===== config.mk =====
export PLATFORM = sky130hd
export DESIGN_NAME = cdu_angle_counter_flat
export DESIGN_NICKNAME = d
export VERILOG_FILES = /design/src/rtl/cdu_pkg.sv /design/src/rtl/cdu_angle_counter_if.sv /design/src/rtl/cdu_pulse_filter.sv /design/src/rtl/cdu_angle_counter.sv /design/src/flat_wrapper.sv
export SDC_FILE = /design/constraint.sdc
export NUM_CORES = 1
export LEC_CHECK = 0
export ABC_AREA = 1
export CORE_MARGIN = 2
export CORE_UTILIZATION = 57
export DETAILED_ROUTE_END_ITERATION = 10
export GPL_TIMING_DRIVEN = 0
export PLACE_DENSITY = 0.93
export REMOVE_ABC_BUFFERS = 1
export SETUP_SLACK_MARGIN = 0.3
export SYNTH_ARGS = -nofsm -noshare
export SYNTH_HDL_FRONTEND = slang
export SYNTH_SLANG_ARGS = --single-unit
export TNS_END_PERCENT = 20

===== constraint.sdc =====
create_clock -name CLOCKH -period 4.5 [get_ports CLOCKH]
set_clock_uncertainty 0.05 [all_clocks]
set_input_delay 1.35 -clock CLOCKH [delete_from_list [all_inputs] [get_ports CLOCKH]]
set_output_delay 1.35 -clock CLOCKH [all_outputs]
set_load 0.01 [all_outputs]

===== src/rtl/cdu_pkg.sv =====
// Shared types and constants for the CDU angle counter.
// The angle register is binary-weighted over one full turn of the shaft.
package cdu_pkg;

  localparam int unsigned ANGLE_WIDTH = 15;

  // One angle LSB is 360 deg / 2^ANGLE_WIDTH, about 39.551 arc-seconds.
  localparam int unsigned ANGLE_LSB_MILLIARCSEC = 39551;

  // Wide enough for the largest legal FILTER value (15).
  localparam int unsigned FILTER_CNT_WIDTH = 4;

  typedef enum logic {
    ARMED = 1'b0,
    FIRED = 1'b1
  } filt_state_e;

  typedef enum logic {
    RD_IDLE = 1'b0,
    RD_ACK  = 1'b1
  } rd_state_e;

endpackage


===== src/rtl/cdu_angle_counter_if.sv =====
// Four-phase snapshot read port of the CDU angle counter.
// The master raises rd_req; the slave answers with rd_ack and a frozen rd_data.
interface cdu_angle_counter_if
  import cdu_pkg::*;
#(
  parameter int unsigned WIDTH = ANGLE_WIDTH
);

  logic             rd_req;
  logic             rd_ack;
  logic [WIDTH-1:0] rd_data;

  modport master (
    output rd_req,
    input  rd_ack,
    input  rd_data
  );

  modport slave (
    input  rd_req,
    output rd_ack,
    output rd_data
  );

endinterface


===== src/rtl/cdu_pulse_filter.sv =====
// Synchronizes one asynchronous level and turns each sufficiently long high
// pulse into a single-cycle accept, re-arming only after an equally long low.
module cdu_pulse_filter
  import cdu_pkg::*;
#(
  parameter int unsigned SYNC_STAGES = 2,
  parameter int unsigned FILTER      = 3
) (
  input  logic clk_i,
  input  logic rst_i,
  input  logic level_i,
  output logic accept_o
);

  localparam logic [FILTER_CNT_WIDTH-1:0] CntLast = FILTER_CNT_WIDTH'(FILTER - 1);
  localparam logic [FILTER_CNT_WIDTH-1:0] CntOne  = FILTER_CNT_WIDTH'(1);

  logic [SYNC_STAGES-1:0]      sync_q;
  logic                        level_s;
  filt_state_e                 state_q, state_d;
  logic [FILTER_CNT_WIDTH-1:0] cnt_q, cnt_d;

  assign level_s = sync_q[SYNC_STAGES-1];

  // The accept is combinational so the top can apply it on the same edge that
  // completes the run; this keeps the total latency at SYNC_STAGES+FILTER-1.
  always_comb begin
    state_d  = state_q;
    cnt_d    = cnt_q;
    accept_o = 1'b0;
    unique case (state_q)
      ARMED: begin
        if (level_s) begin
          if (cnt_q == CntLast) begin
            accept_o = 1'b1;
            state_d  = FIRED;
            cnt_d    = '0;
          end else begin
            cnt_d = cnt_q + CntOne;
          end
        end else begin
          cnt_d = '0;
        end
      end
      FIRED: begin
        if (!level_s) begin
          if (cnt_q == CntLast) begin
            state_d = ARMED;
            cnt_d   = '0;
          end else begin
            cnt_d = cnt_q + CntOne;
          end
        end else begin
          cnt_d = '0;
        end
      end
      default: begin
        state_d = ARMED;
        cnt_d   = '0;
      end
    endcase
  end

  always_ff @(posedge clk_i) begin
    if (rst_i) begin
      sync_q  <= '0;
      state_q <= ARMED;
      cnt_q   <= '0;
    end else begin
      sync_q  <= {sync_q[SYNC_STAGES-2:0], level_i};
      state_q <= state_d;
      cnt_q   <= cnt_d;
    end
  end

endmodule


===== src/rtl/cdu_angle_counter.sv =====
// Receiving end of the CDU error-angle up/down interface: filters AUPLVL/ADNLVL,
// accumulates the shaft angle, forwards count strobes and serves snapshots.
module cdu_angle_counter
  import cdu_pkg::*;
#(
  parameter int unsigned WIDTH       = ANGLE_WIDTH,
  parameter int unsigned SYNC_STAGES = 2,
  parameter int unsigned FILTER      = 3
) (
  input  logic                 CLOCKH,
  input  logic                 rst,
  input  logic                 AUPLVL,
  input  logic                 ADNLVL,
  input  logic                 CCDUZ,
  cdu_angle_counter_if.slave   rd,
  output logic                 PCDU,
  output logic                 MCDU,
  output logic                 coinc,
  output logic [WIDTH-1:0]     angle
);

  localparam logic [WIDTH-1:0] AngleOne = WIDTH'(1);

  logic                   up_acc, dn_acc;
  logic [SYNC_STAGES-1:0] zero_sync_q, rdreq_sync_q;
  logic                   zero_s, rdreq_s;

  logic [WIDTH-1:0] angle_q, angle_d;
  logic             pcdu_q, pcdu_d;
  logic             mcdu_q, mcdu_d;
  logic             coinc_q, coinc_d;

  rd_state_e        rd_state_q, rd_state_d;
  logic [WIDTH-1:0] rd_data_q, rd_data_d;

  cdu_pulse_filter #(
    .SYNC_STAGES (SYNC_STAGES),
    .FILTER      (FILTER)
  ) u_up_filter (
    .clk_i    (CLOCKH),
    .rst_i    (rst),
    .level_i  (AUPLVL),
    .accept_o (up_acc)
  );

  cdu_pulse_filter #(
    .SYNC_STAGES (SYNC_STAGES),
    .FILTER      (FILTER)
  ) u_dn_filter (
    .clk_i    (CLOCKH),
    .rst_i    (rst),
    .level_i  (ADNLVL),
    .accept_o (dn_acc)
  );

  assign zero_s  = zero_sync_q[SYNC_STAGES-1];
  assign rdreq_s = rdreq_sync_q[SYNC_STAGES-1];

  // Zero dominates: an accept landing while CCDUZ is high is dropped, not deferred.
  always_comb begin
    angle_d = angle_q;
    pcdu_d  = 1'b0;
    mcdu_d  = 1'b0;
    coinc_d = 1'b0;
    if (zero_s) begin
      angle_d = '0;
    end else begin
      unique case ({up_acc, dn_acc})
        2'b10: begin
          angle_d = angle_q + AngleOne;
          pcdu_d  = 1'b1;
        end
        2'b01: begin
          angle_d = angle_q - AngleOne;
          mcdu_d  = 1'b1;
        end
        2'b11: coinc_d = 1'b1;
        default: ;
      endcase
    end
  end

  // Snapshot takes the post-update angle so a reader sees this edge's count.
  always_comb begin
    rd_state_d = rd_state_q;
    rd_data_d  = rd_data_q;
    unique case (rd_state_q)
      RD_IDLE: begin
        if (rdreq_s) begin
          rd_data_d  = angle_d;
          rd_state_d = RD_ACK;
        end
      end
      RD_ACK: begin
        if (!rdreq_s) begin
          rd_state_d = RD_IDLE;
        end
      end
      default: rd_state_d = RD_IDLE;
    endcase
  end

  always_ff @(posedge CLOCKH) begin
    if (rst) begin
      zero_sync_q  <= '0;
      rdreq_sync_q <= '0;
      angle_q      <= '0;
      pcdu_q       <= 1'b0;
      mcdu_q       <= 1'b0;
      coinc_q      <= 1'b0;
      rd_state_q   <= RD_IDLE;
      rd_data_q    <= '0;
    end else begin
      zero_sync_q  <= {zero_sync_q[SYNC_STAGES-2:0], CCDUZ};
      rdreq_sync_q <= {rdreq_sync_q[SYNC_STAGES-2:0], rd.rd_req};
      angle_q      <= angle_d;
      pcdu_q       <= pcdu_d;
      mcdu_q       <= mcdu_d;
      coinc_q      <= coinc_d;
      rd_state_q   <= rd_state_d;
      rd_data_q    <= rd_data_d;
    end
  end

  assign angle      = angle_q;
  assign PCDU       = pcdu_q;
  assign MCDU       = mcdu_q;
  assign coinc      = coinc_q;
  assign rd.rd_ack  = (rd_state_q == RD_ACK);
  assign rd.rd_data = rd_data_q;

endmodule


===== src/flat_wrapper.sv =====
// flat-port wrapper written by rule: the top's interface ports become plain ports
module cdu_angle_counter_flat import cdu_pkg::*;
#(
  parameter int unsigned WIDTH       = ANGLE_WIDTH,
  parameter int unsigned SYNC_STAGES = 2,
  parameter int unsigned FILTER      = 3
)
  (CLOCKH, rst, AUPLVL, ADNLVL, CCDUZ, PCDU, MCDU, coinc, angle, rd_rd_req, rd_rd_ack, rd_rd_data);
  cdu_angle_counter_if #(.WIDTH(WIDTH)) rd_i ();
  input  logic CLOCKH;
  input  logic rst;
  input  logic AUPLVL;
  input  logic ADNLVL;
  input  logic CCDUZ;
  output logic PCDU;
  output logic MCDU;
  output logic coinc;
  output logic [WIDTH-1:0] angle;
  input wire logic [$bits(rd_i.rd_req)-1:0] rd_rd_req;
  output wire logic [$bits(rd_i.rd_ack)-1:0] rd_rd_ack;
  output wire logic [$bits(rd_i.rd_data)-1:0] rd_rd_data;
  assign rd_i.rd_req = rd_rd_req;
  assign rd_rd_ack = rd_i.rd_ack;
  assign rd_rd_data = rd_i.rd_data;
  cdu_angle_counter #(.WIDTH(WIDTH), .SYNC_STAGES(SYNC_STAGES), .FILTER(FILTER)) u_core (.CLOCKH(CLOCKH), .rst(rst), .AUPLVL(AUPLVL), .ADNLVL(ADNLVL), .CCDUZ(CCDUZ), .rd(rd_i), .PCDU(PCDU), .MCDU(MCDU), .coinc(coinc), .angle(angle));
endmodule

==> summary.txt <==
Job
  • Max-capacitance violation count: 0

Clocking
  • CTS H-tree lvls: 2
  • CTS tree: done
  • Num CTS Buffers: 5
  • Root Buffer: sky130_fd_sc_hd__clkbuf_8
  • Number of buffers between clock root and the deepest sink: 2
  • Clk_lat worst skew: 0.32 ns
  • CTS resizes: 0
  • Clock-pin transition on the worst setup and hold timing paths: 0.10 ns
  • Hold buffers post-CTS: 0
  • Post-CTS setup buffer count: 0
  • CTS sink count: 52

Logic synthesis
  • Count of flip-flops with a built-in enable after synthesis: 0
  • Post-Synthesis Cell Area: 0.002970 sq mm
  • Number of flip-flops and latches in the synthesized netlist: 52
  • Mean cell area of the mapped netlist: 6.751 sq um
  • Count of distinct cell types in the synthesized netlist: 30
  • Register area share after synthesis: 35.05%
  • Post-synth top area share: 35.05%
  • Proportion of register bits with asynchronous set or reset after synthesis: 0%
  • Most common flop cell mapped by yosys: sky130_fd_sc_hd__dfxtp_1
  • Yosys synthesis warning count: 0
  • Most frequent cell after synthesis: sky130_fd_sc_hd__nand2_1
  • Most used standard cells in the synthesized netlist: 104 x sky130_fd_sc_hd__nand2_1, 59 x sky130_fd_sc_hd__nor2_1, 53 x sky130_fd_sc_hd__inv_1
  • Largest area contributor in the netlist: sky130_fd_sc_hd__dfxtp_1
  • Cell count after synthesis: 440
  • Leading cell types by total area after synthesis: sky130_fd_sc_hd__dfxtp_1 35%, sky130_fd_sc_hd__nand2_1 13%, sky130_fd_sc_hd__nor2_1 7.5%

Routing
  • Length of routed met3 wiring: 334 um
  • DR vias: 2812
  • Detailed-routing wirelength on met1: 3.038 mm
  • Number of detailed-routing iterations run before antenna repair: 7
  • Detailed-route wire length per cell: 12.15 um
  • Uppermost routed layer: met4
  • Via density per instance: 5.188
  • 1st-iter DRT viols: 201
  • Total wire length after detailed routing: 6.583 mm
  • Remaining design rule violation count: 0
  • ANT nets after route: 0
  • Detail Route met2 WL: 3.126 mm

Worst setup path
  • Critical path start-end classification: reg -> reg
  • Type of element capturing the critical path: register
  • Critical path data required time: 4.70 ns
  • Depth of the worst register-to-register path: 20
  • Crit path max fanout: 29
  • Kind of start point of the critical path: register
  • Data arrival time at the worst-slack endpoint: 3.82 ns

Timing
  • Total of endpoints with negative setup slack in the final report: 0
  • Final worst path period need: 3.623 ns
  • Sum of negative setup slack: 0 ns
  • Worst Tran Pin Value: 1.132 ns
  • Final Cycle Share: 80.50%
  • Total count of max-transition violations in the final report: 0
  • Relative max-transition margin: 24.30%
  • RSZ-0062 raised after global routing: no
  • Highest achievable clock rate: 276.1 MHz
  • Number of endpoints with negative hold slack in the final report: 0

Layout
  • Fraction of layout instances using a drive strength above 1: 11.02%
  • Final core utilization: 67.95%
  • Number of filler instances in the final layout: 454
  • Nets@finish: 486
  • Filler-free cell count of the finished design: 542
  • Synthesis-to-layout area growth: 16.09%
  • Diode count: 0

Floorplanning
  • Standard-cell rows: 26
  • Top-Level Pins: 40
  • Vertical die dimension: 76.19 um
  • Initial core utilization: 58.53%
  • Die area: 0.005805 sq mm
  • DIE WIDTH: 76.19 um
  • Total core area: 0.005075 sq mm

Pwr
  • Leakage power of the design: 1.395 nW
  • Worst vdd ir: 0.2134 mV
  • Total power divided by cell area: 230.0 mW/mm^2

Placement
  • I/O Buffers: 39
  • DP HPWL: 4.581 mm
  • Placed Cells incl. Taps: 534
  • GP Congestion: 0.9120

GRT
  • Overflow left after global routing: 0
  • Wire length of the first global-routing pass: 11.23 mm
  • Maximum number of pins on one net before global-route repair: 30
  • Initial antenna violation count: 0
  • GRT Util Overall: 23.43%
  • Via count of the first global-routing pass: 2624

Run status
  • Outcome: finished, final reports clean

Worst hold path
  • Hold Crit Depth: 2
  • Hold Crit Class: reg -> reg
==> report_power, final <==
group          internal [W]  total [W]  leakage [nW]  switching, W
clock              0.000110   0.000269        0.0445      0.000158
sequential         0.000471   0.000477         0.422    0.00000678
combinational     0.0000225  0.0000469         0.928     0.0000244
total              0.000604   0.000793          1.40      0.000189
==> cell usage in the layout (no fill, tap or decap), types with 6 or more instances in the layout <==
cell type                         count
sky130_fd_sc_hd__a21oi_1             27
sky130_fd_sc_hd__o21ai_0             24
sky130_fd_sc_hd__nand3_2              7
sky130_fd_sc_hd__dfxtp_1             52
sky130_fd_sc_hd__ha_1                 8
sky130_fd_sc_hd__nor2_1              58
sky130_fd_sc_hd__nand2_1            104
sky130_fd_sc_hd__clkdlybuf4s50_1     39
sky130_fd_sc_hd__xor2_1               6
sky130_fd_sc_hd__nand3_1             34
sky130_fd_sc_hd__nand2_2             17
sky130_fd_sc_hd__inv_1               53
sky130_fd_sc_hd__a21oi_2              7
==> worst max-delay path: stages, from the launching register on <==
cell and delay (ns):
sky130_fd_sc_hd__dfxtp_1 0.35, sky130_fd_sc_hd__inv_1 0.06, sky130_fd_sc_hd__ha_1 0.17, sky130_fd_sc_hd__nand2_1 0.09
sky130_fd_sc_hd__nor3_1 0.41, sky130_fd_sc_hd__ha_2 0.72, sky130_fd_sc_hd__inv_2 0.31, sky130_fd_sc_hd__nand2_1 0.15
sky130_fd_sc_hd__nand2_1 0.07, sky130_fd_sc_hd__inv_1 0.07, sky130_fd_sc_hd__ha_1 0.13, sky130_fd_sc_hd__inv_1 0.04
sky130_fd_sc_hd__nand2_1 0.13, sky130_fd_sc_hd__nand3_1 0.12, sky130_fd_sc_hd__nand2_1 0.12, sky130_fd_sc_hd__nand2_1 0.09
sky130_fd_sc_hd__a21oi_1 0.14, sky130_fd_sc_hd__nor2_1 0.05, sky130_fd_sc_hd__nand2_1 0.09, sky130_fd_sc_hd__nand2_1 0.08
sky130_fd_sc_hd__a21oi_2 0.12
==> per-stage QoR <==
stage | total power [W] | setup WS, ns | hold slack [ns] | cell area [sq um]
after CTS | 0.0007989 | 0.4771 | 0.3669 | 3446
after global routing | 0.0008237 | 0.4464 | 0.3819 | 3448
final | 0.0007929 | 0.8775 | 0.3631 | 3448
after detailed placement | 0.0005350 | 0.5276 | 0.3524 | 3356
after floorplan | 0.0005063 | 1.223 | 0.3383 | 2860
after global placement | 0.0005321 | 0.6019 | 0.3389 | 3338
==> registers in the layout, indices dropped and copies added, names as in the netlist, 2 cells and up, named ones only <==
| name | flops |
|---|---|
| u_core.rdreq_sync_q | 2 |
| u_core.rd.rd_data | 15 |
| u_core.u_up_filter.cnt_q | 4 |
| u_core.u_dn_filter.sync_q | 2 |
| u_core.u_dn_filter.cnt_q | 4 |
| u_core.angle | 15 |
| u_core.u_up_filter.sync_q | 2 |
| u_core.zero_sync_q | 2 |
==> cells by family after synthesis <==
logic type / Yosys count / synth area share, %
and+or+nand+nor: 235 / 35.85
xor gates and xnor gates: 8 / 2.359
adders and majority gates: 9 / 3.791
DFF: 52 / 35.05
buffers and inverters: 71 / 10.66
AOI/OAI and AO/OA: 65 / 12.30
==> final cells by class <==
type / count / area (sq um) / area share (%)
sequential: 52 / 1041 / 30.19
multi-input combinational: 317 / 1618 / 46.92
tap: 70 / 87.58 / 2.540
clock inverter: 3 / 21.27 / 0.6168
timing repair buffer: 40 / 405.4 / 11.76
inverter: 55 / 206.4 / 5.987
clock buffer: 5 / 68.82 / 1.996
==> layer usage <==
layer,up-vias,global-route usage (%)
li1,1446,-
met1,1272,29.49
met2,85,39.46
met3,9,3.910
met4,0,10.73
met5,-,0
==> final timing paths <==
kind / from / endpoint / slack (ns)
setup / recovery: u_core.u_dn_filter.cnt_q[0] / u_core.rd.rd_data[8] / 0.88
hold / removal: u_core.u_dn_filter.sync_q[0] / u_core.u_dn_filter.sync_q[1] / 0.36
setup reg to reg: u_core.u_dn_filter.cnt_q[0] / u_core.rd.rd_data[8] / 0.88
hold reg to reg: u_core.u_dn_filter.sync_q[0] / u_core.u_dn_filter.sync_q[1] / 0.36
(Power assumes the default switching activity.)
